--- src/rtl/apb_pkg.sv ---
// Shared types and constants for the APB slave controller and its address decoder.
package apb_pkg;

  typedef enum logic {
    IDLE   = 1'b0,
    ACCESS = 1'b1
  } state_t;

  // Write registers start at address 0. Read registers start at REGR_ADDR_OFFSET.
  localparam int WR_BASE          = 0;
  localparam int REGR_ADDR_OFFSET = 5;

  // Wait counter width. It is kept at 1 bit or more so that WAIT_CYCLES=0 still builds.
  function automatic int cnt_width(input int wait_cycles);
    return (wait_cycles < 1) ? 1 : $clog2(wait_cycles + 1);
  endfunction

endpackage

--- src/rtl/apb_addr_dec.sv ---
// Combinational APB address decode: write/read window checks, one-hot write
// strobe vector and binary read-register index.
module apb_addr_dec
  import apb_pkg::*;
#(
  parameter int AWIDTH           = 4,
  parameter int REGWN            = 5,
  parameter int REGRN            = 3,
  parameter int REGR_ADDR_OFFSET = apb_pkg::REGR_ADDR_OFFSET
) (
  input  logic [AWIDTH-1:0] addr,
  input  logic              write,
  output logic              wr_valid,
  output logic              rd_valid,
  output logic [REGWN-1:0]  wr_onehot,
  output logic [REGRN-1:0]  rd_idx
);

  logic [31:0] a32;

  always_comb begin
    a32       = 32'(addr);
    wr_valid  = write && (a32 < 32'(WR_BASE + REGWN));
    rd_valid  = !write && (a32 >= 32'(REGR_ADDR_OFFSET)) &&
                (a32 < 32'(REGR_ADDR_OFFSET + REGRN));
    wr_onehot = '0;
    for (int i = 0; i < REGWN; i++) begin
      wr_onehot[i] = wr_valid && (a32 == 32'(WR_BASE + i));
    end
    rd_idx = REGRN'(a32 - 32'(REGR_ADDR_OFFSET));
  end

endmodule

--- src/rtl/apb_slave_ctrl.sv ---
// APB slave sequencer: setup/access tracking, programmable wait states, write
// strobe and read select generation. Define APB_SLVERR_EN to report PSLVERR.
module apb_slave_ctrl
  import apb_pkg::*;
#(
  parameter int AWIDTH           = 4,
  parameter int DWIDTH           = 8,
  parameter int REGWN            = 5,
  parameter int REGRN            = 3,
  parameter int REGR_ADDR_OFFSET = apb_pkg::REGR_ADDR_OFFSET,
  parameter int WAIT_CYCLES      = 1
) (
  input  logic              PCLK,
  input  logic              PRESET,
  input  logic              PSEL,
  input  logic              PENABLE,
  input  logic              PWRITE,
  input  logic [AWIDTH-1:0] PADDR,
  input  logic [DWIDTH-1:0] PWDATA,
  output logic              PREADY,
  output logic              PSLVERR,
  output logic [REGWN-1:0]  pselw,
  output logic [DWIDTH-1:0] wr_data,
  output logic [REGRN-1:0]  rd_sel,
  output logic              rd_en
);

  localparam int               CNT_W   = cnt_width(WAIT_CYCLES);
  localparam logic [CNT_W-1:0] CNT_MAX = CNT_W'(WAIT_CYCLES);

  state_t             state, state_nxt;
  logic [CNT_W-1:0]   cnt, cnt_nxt;
  logic [REGWN-1:0]   wr_hot_q;
  logic               rd_ok_q;
  logic               setup, done;

  logic               dec_wr_valid, dec_rd_valid;
  logic [REGWN-1:0]   dec_wr_hot;
  logic [REGRN-1:0]   dec_rd_idx;

  apb_addr_dec #(
    .AWIDTH          (AWIDTH),
    .REGWN           (REGWN),
    .REGRN           (REGRN),
    .REGR_ADDR_OFFSET(REGR_ADDR_OFFSET)
  ) u_dec (
    .addr     (PADDR),
    .write    (PWRITE),
    .wr_valid (dec_wr_valid),
    .rd_valid (dec_rd_valid),
    .wr_onehot(dec_wr_hot),
    .rd_idx   (dec_rd_idx)
  );

  assign setup = (state == IDLE) && PSEL && !PENABLE;
  assign done  = (state == ACCESS) && (cnt == CNT_MAX);

  always_comb begin
    state_nxt = state;
    cnt_nxt   = cnt;
    case (state)
      IDLE: begin
        if (setup) begin
          state_nxt = ACCESS;
          cnt_nxt   = '0;
        end
      end
      ACCESS: begin
        if (done || !PSEL) begin
          state_nxt = IDLE;
          cnt_nxt   = '0;
        end else begin
          cnt_nxt = cnt + 1'b1;
        end
      end
      default: begin
        state_nxt = IDLE;
        cnt_nxt   = '0;
      end
    endcase
  end

  // Setup edge: capture the decoded transfer. Later bus activity cannot change it.
  always_ff @(posedge PCLK) begin
    if (PRESET) begin
      state    <= IDLE;
      cnt      <= '0;
      wr_hot_q <= '0;
      rd_ok_q  <= 1'b0;
      wr_data  <= '0;
      rd_sel   <= '0;
    end else begin
      state <= state_nxt;
      cnt   <= cnt_nxt;
      if (setup) begin
        wr_data  <= PWDATA;
        wr_hot_q <= dec_wr_hot;
        rd_ok_q  <= dec_rd_valid;
        if (dec_rd_valid) begin
          rd_sel <= dec_rd_idx;
        end
      end
    end
  end

  assign PREADY = done;
  assign pselw  = done ? wr_hot_q : '0;
  assign rd_en  = (state == ACCESS) && rd_ok_q && PSEL;

`ifdef APB_SLVERR_EN
  // An access that is neither a valid write nor a valid read is reported as an error.
  assign PSLVERR = done && !(|wr_hot_q) && !rd_ok_q;
`else
  assign PSLVERR = 1'b0;
`endif

endmodule

--- config.mk ---
export PLATFORM = sky130hd
export DESIGN_NAME = apb_slave_ctrl
export DESIGN_NICKNAME = d
export VERILOG_FILES = /design/src/rtl/apb_pkg.sv /design/src/rtl/apb_addr_dec.sv /design/src/rtl/apb_slave_ctrl.sv
export SDC_FILE = /design/constraint.sdc
export NUM_CORES = 1
export LEC_CHECK = 0
export CORE_MARGIN = 2
export CORE_UTILIZATION = 42
export DETAILED_ROUTE_END_ITERATION = 12
export PLACE_DENSITY = 0.8
export RECOVER_POWER = 100
export SYNTH_ARGS = -nofsm -noshare
export SYNTH_HDL_FRONTEND = slang
export SYNTH_SLANG_ARGS = --single-unit
--- constraint.sdc ---
create_clock -name PCLK -period 2.3 [get_ports PCLK]
set_input_delay 0.46 -clock PCLK [delete_from_list [all_inputs] [get_ports PCLK]]
set_output_delay 0.46 -clock PCLK [all_outputs]
set_load 0.1 [all_outputs]
==> results by group, run 1 <==
Run status
  – Status: complete, no violations

Placement
  – Routability cong.: between 0.7 and 0.8
  – IO Port Bufs: 34
  – Detailed Place HPWL: 1620 um
  – Placement Cell Area: 1240 um2

STA
  – Period utilization: 90.4%
  – Setup-failing EPs final: 0
  – Setup TNS: 0 ns
  – Slew Limit Headroom: 22.3%
  – Final worst path period need: 2.08 ns
  – FMAX: 0.481 GHz
  – Max-slew violations: 0
  – Post-Route Skew: between 0.0005 and 0.0006 ns
  – Final Hold Fails: 0
  – Worst-Margin Slew: about 1.2 ns
  – RSZ-0062 raised after global routing: false

Power and ir drop
  – Peak VDD IR: 0.345 mV
  – Leak: about 0.53 nW
  – Pwr dens: 551 nW/um2

CTS
  – TritonCTS clock tree: built
  – CTS clk-pin slew, worst paths: 0.11 ns
  – Cts bufs inserted: 3
  – Resize count post-CTS: 0
  – Clk_lat worst skew: 0.29 ns
  – Clk root buf: clkbuf_4
  – CTS sink count: 19
  – Post-CTS setup buffers: 0
  – Max Root-Sink Buffers: 2
  – Post-CTS Hold Fix Bufs: 0
  – CTS H-tree depth: 1

Floorplanning
  – FP Rows: 16
  – Die height: 50.2 um
  – Io pins: 36
  – Die width: 50.2 um
  – Initial Utilization: between 40 and 50%
  – Die Area: 2520 um2
  – Core area: 1980 um2

Yosys
  – Gate Count Post-Synth: 104
  – YS warnings: 0
  – Mapped Avg Cell Area: 8.60 um2
  – Largest cells by area after synthesis: dfxtp_1, nand2_1, a21oi_1
  – Yosys top cell by area: dfxtp_1
  – #FFs+latches synth: 19
  – Post-synth top area share: a little over two fifths
  – Sequential fraction of the synthesis area: 42.5%
  – Distinct cells, synth: 29
  – Mapped cell area: 895 um2
  – Mapped Nets: 125

Global routing
  – Initial antenna violation count: 0
  – GRT Resource Usage Total: about a fifth
  – Vias in the first global route: between 800 and 900
  – Global-route wire length before repair: 3620 um
  – Total gr overflow: 0
  – Largest net degree at the start of global routing: 16

Route
  – DR WL/cell: between 10 and 15 um
  – Initial DRC count: 10
  – Via count: 845
  – Vias per cell: just over 5
  – Final ANT Viol Nets: 0
  – Residual DRC: 0
  – Initial DRT Pass Iterations: 4
  – WL final: 2160 um

Min path
  – Min-delay src: wr_hot_q[0]$_SDFFE_PP0P_
  – HP Class: flop to flop

Critical path
  – Reg-to-Reg Start: state$_SDFF_PP0_
  – CP Class: primary input to primary output
  – CP Data Required Time: 1.84 ns
  – Setup crit start: PSEL
  – CP arrival: 1.62 ns
  – Crit path launch type: primary input
  – Critical Path Fanout Max: 6
  – CP Capture Type: primary output

Cells and area
  – Number of diodes: 0
  – Nets: 162
  – Layout cells sized above 1: 18.6%
  – Fin area: 1190 um2
  – P&R area growth vs syn: 33.3%
  – Core Util, Final: 60.2%

Run
  – Maxcap violations: 0
==> through the flow <==
step / instances / power (mW) / setup WS [ns] / hold slack, ns
floorplan: 104 / 0.448 / 0.489 / 0.427
global placement: 163 / 0.498 / 0.0607 / 0.437
detailed placement: 163 / 0.502 / 0.0316 / 0.441
CTS: 167 / 0.669 / 0.350 / 0.456
global route: 167 / 0.692 / 0.191 / 0.473
finish: 167 / 0.657 / 0.221 / 0.455
==> sequential cells by signal, indices dropped and copies added (netlist names) <==
name      count
cnt           1
wr_hot_q      5
rd_sel        3
state         1
wr_data       8
rd_ok_q       1
==> Yosys cell counts <==
master and number:
mux2_4 2, and3b_1 1, nor3b_1 1, nand3_1 4, buf_1 1, nor3b_2 1
nor2b_1 2, and2_1 1, or2b_1 1, buf_4 1, clkbuf_1 4, a2111oi_4 1
conb_1 1, or3_1 1, or3b_1 1, a21oi_1 13, nand2b_1 3, dfxtp_1 19
a31oi_1 1, a2111oi_0 1, ha_1 4, o21ba_1 1, mux2i_1 1, buf_6 1
and2_0 1, and3_1 6, inv_1 5, nand2_1 22, nor2_1 3
==> per-layer routing <==
metal	GRT usage [%]	share of wire (%)	vias up
li1	-	-	414
met1	23.6	42	404
met2	31.6	54	27
met3	3.87	4.5	0
met4	6.94	0	0
met5	0	0	-
==> cell families after synthesis <==
kind of cell	share of synthesized area [%]
buffers and inverters	6.29
AOI/OAI and AO/OA	13.1
other	0.419
adders and majority gates	5.59
DFF	42.5
and+or+nand+nor	27.6
muxes	4.48
==> cells in the final DEF, fill, tap and decap left out, drive strengths merged <==
master and count:
and3 6, o21ba 1, and3b 1, clkinv 1, a2111oi 2, or3b 1
clkbuf 22, a31oi 1, mux2 2, buf 4, ha 4, and2 2
a21oi 13, inv 5, dfxtp 19, nand2 22, or2b 1, nor3b 2
nand2b 3, clkdlybuf4s50 13, nor2b 2, or3 1, nor2 3, conb 1
nand3 4, mux2i 1, dlygate4sd3 3
==> final cells by class <==
class,instances,area (um2)
Clock buffer,3,22.5
Clock inverter,1,5.00
Fill cell,182,790
Inverter,5,18.8
Multi-Input combinational cell,73,450
Sequential cell,19,380
Tap cell,27,33.8
Timing Repair Buffer,39,282
==> worst paths after layout <==
kind              cells after the start  slack, ns                       end
setup / recovery                      3       0.22                     rd_en
hold reg to reg                       2       0.46  wr_hot_q[0]$_SDFFE_PP0P_
setup reg to reg                      3       0.56    rd_sel[0]$_SDFFE_PP0P_
hold / removal                        2       0.46  wr_hot_q[0]$_SDFFE_PP0P_
==> report_power, final <==
part           internal (mW)  leakage [nW]  switching [mW]
logic                 0.0459         0.357          0.0967
registers              0.338         0.154         0.00728
clock network         0.0647        0.0177           0.105
total                  0.449         0.529           0.209
==> worst max-delay path: stages <==
cell,delay [ns]
clkdlybuf4s50_1,0.53
and3_1,0.17
clkbuf_2,0.45
No activity file was read; power rests on OpenSTA's default activity.
==> inputs of run 2 (changes only) <==
clock period = 2.15 ns   (was 2.3 ns; I/O delays follow)
==> run 2 against run 1 <==
  * Worst setup slack worse by 0.044 ns
  * Register-to-register slack worse by 0.16 ns
  * Non-clock buffer count up 1
  * Via count down 2.7%
  * Clock skew up 0.0049 ns
==> results by group, run 2 (synthesis results as in run 1) <==
Run status
  – Status: complete, no violations

Cells and area
  – Top reg by flops: wr_data
  – Nets: 163 (+0.62%)
  – Largest register FFs: 8 (unchanged)
  – Core Util, Final: 61.4% (+1.3 points)
  – Register area: 380 um2 (unchanged)
  – Largest regs: wr_data: 8 flops, wr_hot_q: 5 flops, rd_sel: 3 flops
  – Multi-input logic area: 450 um2 (unchanged)
  – Number of diodes: 0 (unchanged)
  – P&R area growth vs syn: 36.1%
  – Fillers: 172 (-5.5%)
  – Most frequent cells in the layout: nand2_1, dfxtp_1, clkbuf_2, clkdlybuf4s50_1, a21oi_1
  – Final Non-Filler Cells: 168 (+0.60%)
  – Layout cells sized above 1: 21.3% (+2.7 points)
  – Leading cell type in the layout, fill and taps excluded: nand2_1
  – Fin area: 1220 um2 (+2.1%)

Floorplanning
  – Die Area: 2520 um2 (unchanged)
  – Die height: 50.2 um (unchanged)
  – Initial Utilization: 45.1% (unchanged)
  – FP Rows: 16 (unchanged)
  – Io pins: 36 (unchanged)
  – Die width: 50.2 um (unchanged)
  – Core area: 1980 um2 (unchanged)

Route
  – DR WL/cell: 13.0 um (+0.60%)
  – Via count: 822 (-2.7%)
  – Final ANT Viol Nets: 0 (unchanged)
  – Residual DRC: 0 (unchanged)
  – Initial DRT Pass Iterations: 4 (unchanged)
  – WL final: 2180 um (+1.2%)
  – Vias per cell: 4.89 (-3.3%)
  – Initial DRC count: 9 (-1)

CTS
  – TritonCTS clock tree: built
  – Max Root-Sink Buffers: 2 (unchanged)
  – CTS sink count: 19 (unchanged)
  – CTS H-tree depth: 1 (unchanged)
  – Post-CTS setup buffers: 0 (unchanged)
  – Resize count post-CTS: 0 (unchanged)
  – CTS clk-pin slew, worst paths: 0.11 ns (about the same)
  – Post-CTS Hold Fix Bufs: 0 (unchanged)
  – Cts bufs inserted: 3 (unchanged)
  – Clk root buf: clkbuf_4
  – Clk_lat worst skew: 0.30 ns (about the same)

Critical path
  – Worst r2r dst: rd_sel[0]$_SDFFE_PP0P_
  – Reg-to-Reg Start: state$_SDFF_PP0_
  – Buf/Inv on CP: 2 (unchanged)
  – Crit path launch type: primary input
  – Worst path max stage delay: 0.52 ns (about the same)
  – Register-to-Register Path Depth: 3 (unchanged)
  – Critical Path Fanout Max: 6 (unchanged)
  – CP arrival: 1.54 ns (-0.08 ns)
  – Slowest CP cell: clkdlybuf4s50_1
  – Setup crit start: PSEL
  – CP Data Required Time: 1.72 ns (-0.12 ns)
  – Reg2reg setup slack: 0.40 ns (-0.16 ns)
  – Critical-path cell list: clkdlybuf4s50_1, and3_1, buf_2
  – CP Capture Type: primary output
  – CP Class: primary input to primary output
  – Top Family by Delay on Critical Path: buffers and inverters

Placement
  – Placement Cell Area: 1320 um2 (+6.7%)
  – Routability cong.: 0.743 (+3.0%)
  – Placed Instances: 164 (+0.61%)
  – IO Port Bufs: 34 (unchanged)
  – Detailed Place HPWL: 1690 um (+4.2%)

Min path
  – HP Class: flop to flop
  – Min-delay src: wr_hot_q[4]$_SDFFE_PP0P_
  – Hold Path End: wr_hot_q[4]$_SDFFE_PP0P_
  – Hold Path Cell Cnt: 2 (unchanged)

Global routing
  – Total gr overflow: 0 (unchanged)
  – Initial antenna violation count: 0 (unchanged)
  – Largest net degree at the start of global routing: 16 (unchanged)
  – Vias in the first global route: 821 (-2.0%)
  – Global-route wire length before repair: 3590 um (-0.77%)
  – GRT Resource Usage Total: 18.7% (-0.13 points)

Power and ir drop
  – Sequential group share of total power: 52.2% (-0.3 points)
  – Internal cell power: 0.482 mW (+7.4%)
  – Peak VDD IR: 0.343 mV (-0.63%)
  – Pwr dens: 580 nW/um2 (+5.2%)
  – Comb power frac: 22.1% (+0.4 points)
  – Switching Share: 31.7% (about the same)
  – Clock network power share: 25.7% (about the same)
  – NetSw: 0.224 mW (+7.4%)
  – Leak: 0.542 nW (+2.6%)

Run
  – Maxcap violations: 0 (unchanged)

STA
  – Slew Limit Headroom: 59.4% (+37 points)
  – Max-slew violations: 0 (unchanged)
  – Period utilization: 91.8%
  – Post-Route Skew: 0.00546 ns (+0.00490 ns)
  – RSZ-0062 raised after global routing: false
  – Setup TNS: 0 ns (unchanged)
  – Final Hold Fails: 0 (unchanged)
  – Final worst path period need: 1.97 ns
  – Worst-Margin Slew: 0.608 ns (-0.563 ns)
  – Setup-failing EPs final: 0 (unchanged)
  – FMAX: around 0.51 GHz
  – Fin Hold WS: 0.455 ns (-0.000571 ns)
-- run 2: cell types whose count changed in the layout (fill, tap and decap cells not counted) --
cell             before  now
clkdlybuf4s50_1      13   14
mux2_1                2    1
and2_0                1    2
dlygate4sd3_1         3    2
buf_12                0    1
buf_2                 0    1
buf_4                 4    5
clkbuf_1              3    1
mux2_2                0    1
and2_1                1    0
-- run 2: how the worst max path moves through the flow --
stage | endpoint | slack [ns] | cells after the start
floorplan | rd_en | 0.37 | 2
global placement | rd_sel[0]$_SDFFE_PP0P_ | -0.06 | 4
detailed placement | rd_sel[1]$_SDFFE_PP0P_ | -0.10 | 4
CTS | rd_sel[1]$_SDFFE_PP0P_ | 0.22 | 4
global route | rd_en | 0.13 | 3
finish | rd_en | 0.18 | 3
-- run 2: metal layers --
metal / GRT usage, % / vias up / part of all wire (%) / wire [um]
li1: - / 417 / - / -
met3: 3.57 / 0 / 3.4 / 75
met5: 0 / - / 0 / 0
met2: 32.9 / 20 / 54 / 1180
met1: 22.9 / 385 / 42 / 924
met4: 5.56 / 0 / 0 / 0
-- run 2: area by class of cell --
class | count | share of cell area, %
clock inverter | 1 | 0.411
multi-input combinational | 73 | 37.0
clock buffer | 3 | 1.85
inverter | 5 | 1.54
timing repair buffer | 40 | 25.2
sequential | 19 | 31.2
tap | 27 | 2.77
-- run 2: power by group through the flow --
| stage | Sequential, mW | Clock (mW) | Combinational (mW) |
|---|---|---|---|
| after floorplan | 0.426 | 0 | 0.0526 |
| after global placement | 0.376 | 0 | 0.158 |
| after detailed placement | 0.377 | 0 | 0.162 |
| after CTS | 0.369 | 0.186 | 0.163 |
| after global routing | 0.370 | 0.204 | 0.166 |
| final | 0.369 | 0.181 | 0.156 |
-- run 2: per-stage QoR --
stage | power (mW) | worst slack, ns
floorplan | 0.479 | 0.369
global placement | 0.534 | -0.0579
detailed placement | 0.539 | -0.100
CTS | 0.718 | 0.219
global route | 0.741 | 0.128
finish | 0.706 | 0.177
-- run 2: worst reg2reg max path: cells and delay by family, from the launching register on --
family	cells	cell delay (ns)
mux	1	0.38
simple gates	1	0.47
flops	1	0.42
compound gates	1	0.37
